[src/rtl/sound_vol_env.sv]
// Volume envelope generator for one pulse/noise channel (NRx2 semantics).
// Optional macro VOL_ENV_PRESCALE_EN: divide the 512 Hz frame-sequencer pulse by 8 internally.
module sound_vol_env #(
   parameter int PERIOD_W = 3,
   parameter int VOL_W    = 4
) (
   input  logic                clk,
   input  logic                rst_n,
   input  logic                env_tick,
   input  logic                trigger,
   input  logic [VOL_W-1:0]    init_vol,
   input  logic                env_dir,
   input  logic [PERIOD_W-1:0] env_period,
   output logic [VOL_W-1:0]    target_vol,
   output logic                dac_enable,
   output logic                env_done
);

   typedef enum logic [1:0] {ST_IDLE, ST_RUN, ST_HOLD} state_t;

   localparam int CNT_W = PERIOD_W + 1;
   localparam logic [CNT_W-1:0] CNT_FULL = {1'b1, {PERIOD_W{1'b0}}};
   localparam logic [VOL_W-1:0] VOL_MAX  = '1;
   localparam logic [VOL_W-1:0] VOL_ONE  = {{(VOL_W-1){1'b0}}, 1'b1};
   localparam logic [CNT_W-1:0] CNT_ONE  = {{(CNT_W-1){1'b0}}, 1'b1};

   state_t              r_state;
   logic [VOL_W-1:0]    r_vol;
   logic [CNT_W-1:0]    r_cnt;
   logic                r_dir;
   logic [PERIOD_W-1:0] r_per;
   logic                r_dac_en;
   logic                w_tick;
   logic                w_trig_hold;
   logic [VOL_W-1:0]    w_vol_step;
   logic                w_at_lim;

`ifdef VOL_ENV_PRESCALE_EN
   logic [2:0] r_presc;

   // Free-running divide-by-8 of env_tick; only rst_n clears it, so phase survives triggers.
   always_ff @(posedge clk or negedge rst_n) begin
      if (!rst_n)        r_presc <= 3'd0;
      else if (env_tick) r_presc <= r_presc + 3'd1;
   end

   assign w_tick = env_tick && (r_presc == 3'd7);
`else
   assign w_tick = env_tick;
`endif

   assign w_trig_hold = (env_period == '0) ||
                        ( env_dir && (init_vol == VOL_MAX)) ||
                        (!env_dir && (init_vol == '0));
   assign w_vol_step  = r_dir ? (r_vol + VOL_ONE) : (r_vol - VOL_ONE);
   assign w_at_lim    = r_dir ? (w_vol_step == VOL_MAX) : (w_vol_step == '0);

   always_ff @(posedge clk or negedge rst_n) begin
      if (!rst_n) begin
         r_state  <= ST_IDLE;
         r_vol    <= '0;
         r_cnt    <= '0;
         r_dir    <= 1'b0;
         r_per    <= '0;
         r_dac_en <= 1'b0;
      end else begin
         r_dac_en <= (init_vol != '0) || env_dir;
         if (!r_dac_en) begin
            r_state <= ST_IDLE;
            r_vol   <= '0;
         end else if (trigger) begin
            // Trigger fully restarts and takes priority over a coincident tick.
            r_vol   <= init_vol;
            r_dir   <= env_dir;
            r_per   <= env_period;
            r_cnt   <= (env_period == '0) ? CNT_FULL : {1'b0, env_period};
            r_state <= w_trig_hold ? ST_HOLD : ST_RUN;
         end else if (w_tick && (r_state == ST_RUN)) begin
            if (r_cnt > CNT_ONE) begin
               r_cnt <= r_cnt - CNT_ONE;
            end else begin
               r_cnt <= {1'b0, r_per};
               r_vol <= w_vol_step;
               if (w_at_lim) r_state <= ST_HOLD;
            end
         end
      end
   end

   assign target_vol = r_vol;
   assign dac_enable = r_dac_en;
   assign env_done   = (r_state == ST_HOLD);

endmodule

[config.mk]
export PLATFORM = sky130hd
export DESIGN_NAME = sound_vol_env
export DESIGN_NICKNAME = d
export VERILOG_FILES = /design/src/rtl/sound_vol_env.sv
export SDC_FILE = /design/constraint.sdc
export NUM_CORES = 1
export LEC_CHECK = 0
export BUFFER_PORTS_ARGS = -buffer_cell sky130_fd_sc_hd__buf_2
export CELL_PAD_IN_SITES_DETAIL_PLACEMENT = 0
export CELL_PAD_IN_SITES_GLOBAL_PLACEMENT = 1
export CORE_MARGIN = 4
export CORE_UTILIZATION = 45
export CTS_CLUSTER_SIZE = 16
export DETAILED_ROUTE_END_ITERATION = 6
export PLACE_DENSITY_LB_ADDON = 0.05
export SYNTH_ARGS = -nofsm -noshare
export SYNTH_HDL_FRONTEND = slang
export SYNTH_SLANG_ARGS = --single-unit
[constraint.sdc]
create_clock -name clk -period 3.1 [get_ports clk]
set_input_delay 0.62 -clock clk [delete_from_list [all_inputs] [get_ports clk]]
set_output_delay 0.62 -clock clk [all_outputs]
set_load 0.02 [all_outputs]
==> impl_metrics.yaml <==
clock_tree:
  ctsHoldBuffers: 0
  cts-resized-gates: 0
  cts_buffers: 3
  clock_sinks: 15
  clk_latency_ps: 290
  clk_pin_slew_worst_paths_ps: 100
  post_cts.repair.setup_buffers: 0
  clock_path_buffers: 2
  clock_tree.root_cell: "clkbuf_4"
  htree_num_levels: 1
  clock_tree_from_tritoncts: "built"
yosys:
  ys.flop_type: "dfrtp_1"
  synth.yosys.seq_area_share: 0.3521
  synth_top_cells_by_area: "dfrtp_1, ha_1, mux2_2, inv_1, mux2i_1"
  syn-mean-instance-area_um2: 9.434
  synth_area_mm2: 0.001066
  ys_seq_elements: 15
  async_set_or_reset_flop_fraction_in_the_synthesized_netlist: 1.000
  syn_inst: 113
  synth_top_cell_by_area: "dfrtp_1"
  synth_top_area_share: 0.3521
  postSynthNetCount: 132
  synthesis.yosys.warnings: 0
  synthDistinctLibCells: 46
  post_synth_edffs: 0
sta:
  fin_crit_sh: 0.6528
  rsz0062_at_grt: "false"
  setup_viol: 0
  finalClockSkew_ps: 5.834
  finalWorstPathRequiredPeriod_ps: 2024
  worst_slew_margin_rel: 0.6547
  tns_ps: 0
  timing.fmax_mhz: 494.1
  hold_viol: 0
  postLayoutSetupSlackWorst_ps: 1076
  final_max_slew_viol_count: 0
  worstMarginPinSlew_ps: 516.0
setup_path:
  max_stage_delay_ps: 470
  rr_worst_depth: 6
  ff2ff_setup_slack_ps: 1080
  regToRegStartpoint: "r_dir$_DFFE_PN0P_"
  worstSetupEndpointType: "flip-flop"
  cp_slowest_cell: "dfrtp_1"
  critical_path.cell_chain: "inv_1 -> fa_1 -> xor2_1 -> mux2i_1 -> a311oi_1 -> a211o_1"
  worstPathMaxFanout: 8
  critPathArrivalTime_ps: 2210
  cp.required_ps: 3280
  critPathKind: "reg2reg"
  startpoint_type: "flip-flop"
  r2r-end: "r_state[0]$_DFFE_PN0P_"
global_routing:
  grt_start_max_net_pins: 19
  gr-usage-all-layers: 0.1722
  antenna_found_initial: 0
  globalRouteOverflowTotal: 0
  grt_first_pass_wirelength_um: 4278
  grt_pass1_vias: 890
floorplanning:
  floorplan.die_area_mm2: 0.003211
  placementRows: 17
  initial_utilization: 0.4773
  die_h_um: 56.67
  io-pin-count: 18
  core_region_mm2: 0.002233
  fp.dieW_um: 56.67
route:
  detail_route.iter0.violations: 20
  routed_via_density: 5.481
  route.antenna.remaining_nets: 0
  vias: 866
  aggregate_routed_wire_length_um: 2437
  detail_route.first_pass.iterations: 4
  wl_per_cell_um: 15.42
  detail_route.drc_violations: 0
layout:
  stdcell_area_mm2: 0.001186
  regArea_um2: 375.4
  drive_above_1_share: 0.2154
  n_antenna_cell: 0
  multiInputGateArea_um2: 630.6
  finalNetCount: 150
  synthToLayoutAreaGrowth_pct: 11.27
  fillerInstances: 225
placement:
  post-place-ws_ps: 1120
  place.detailed.hpwl_um: 1867
  placement.io_buffers: 17
  post_dp_cell_area_mm2: 0.001160
  gp_routability_congestion: 0.7764
run_status:
  run_status: "finished, final reports clean"
power:
  p_per_area_mw_per_mm2: 619.0
  peakVddDrop_uv: 418.9
  leakage_power_of_the_design_nw: 0.5525
worst_hold_path:
  holdCritPathClass: "in2async"
flow_run:
  max_cap_viol_count: 0
[worst max-delay path by stage]
| stage | from | end | slack [ps] | cells after the start |
|---|---|---|---|---|
| after floorplan | target_vol[0]$_DFFE_PN0P_ | r_state[0]$_DFFE_PN0P_ | 1230 | 5 |
| after global placement | r_dir$_DFFE_PN0P_ | r_state[0]$_DFFE_PN0P_ | 1170 | 6 |
| after CTS | r_dir$_DFFE_PN0P_ | r_state[0]$_DFFE_PN0P_ | 1080 | 6 |
| final | r_dir$_DFFE_PN0P_ | r_state[0]$_DFFE_PN0P_ | 1080 | 6 |
| after global routing | r_dir$_DFFE_PN0P_ | r_state[0]$_DFFE_PN0P_ | 990 | 6 |
| after detailed placement | r_dir$_DFFE_PN0P_ | r_state[0]$_DFFE_PN0P_ | 1120 | 6 |
[area by class of cell]
| type | instances | area share |
|---|---|---|
| timing repair buffer | 17 | 0.07173 |
| tap | 28 | 0.02954 |
| multi-input combinational | 85 | 0.5316 |
| sequential | 15 | 0.3165 |
| inverter | 9 | 0.02848 |
| clock buffer | 4 | 0.02215 |
[state kept, by name, indices dropped and copies added, names as in the netlist]
register and cells:
dac_enable 1, r_cnt 4, r_dir 1, r_per 3, r_state 2, target_vol 4
[cell usage after synthesis, types with 2 or more instances]
master	number
or3_1	2
o21ai_1	2
nor4_1	2
o31a_1	3
a21oi_1	5
nor3_1	2
o21ai_0	3
and3b_1	2
nand2_1	8
dfrtp_1	15
nor2b_1	2
nand2b_1	2
nand3_1	6
buf_2	3
inv_1	9
mux2i_1	3
mux2_2	4
ha_1	6
nor3b_1	2
nor2_1	4
o31ai_1	2
o21ai_2	2
[per-stage QoR]
stage / hold slack (ps) / std cells / util / total power [W]
final: 218.8 / 158 / 0.5311 / 0.0007343
after global routing: 243.9 / 158 / 0.5311 / 0.0008015
after CTS: 231.8 / 158 / 0.5311 / 0.0007430
after detailed placement: 486.2 / 154 / 0.5193 / 0.0006197
after global placement: 481.1 / 154 / 0.5193 / 0.0006133
after floorplan: 324.4 / 113 / - / 0.0005406
[cells in the final DEF (no fill, tap or decap), types with 4 or more instances in the layout]
cell     count
buf_2       17
dfrtp_1     15
inv_1        9
nand2_1      8
nand3_1      6
ha_1         6
a21oi_1      5
nor2_1       4
mux2_2       4
[power breakdown]
part | switching [W] | internal, W | leakage [nW] | total, W
combinational | 0.000190 | 0.000143 | 0.363 | 0.000333
sequential | 0.0000468 | 0.000237 | 0.174 | 0.000284
clock | 0.0000676 | 0.0000500 | 0.0150 | 0.000118
total | 0.000304 | 0.000430 | 0.552 | 0.000734
[logic make-up after synthesis]
group / synth area share
muxes: 0.07042
AOI/OAI and AO/OA: 0.2395
adders and majority gates: 0.08920
DFF: 0.3521
and+or+nand+nor: 0.1761
buffers and inverters: 0.05633
xor gates and xnor gates: 0.01643
[routing by layer]
| metal | GRT usage | vias up | share of wire |
|---|---|---|---|
| met4 | 0.06102 | 0 | 0.013 |
| li1 | - | 451 | - |
| met2 | 0.2508 | 13 | 0.44 |
| met3 | 0.02529 | 4 | 0.030 |
| met1 | 0.2561 | 398 | 0.52 |
| met5 | 0 | - | 0 |
[worst max-delay path: cells and delay by family (launching register included)]
kind	cells	cell delay [ps]
DFF	1	470
adders and majority gates	1	410
AOI/OAI and AO/OA	2	390
muxes	1	270
xor gates and xnor gates	1	250
buffers and inverters	1	130
Power figures use the tool's default switching activity.
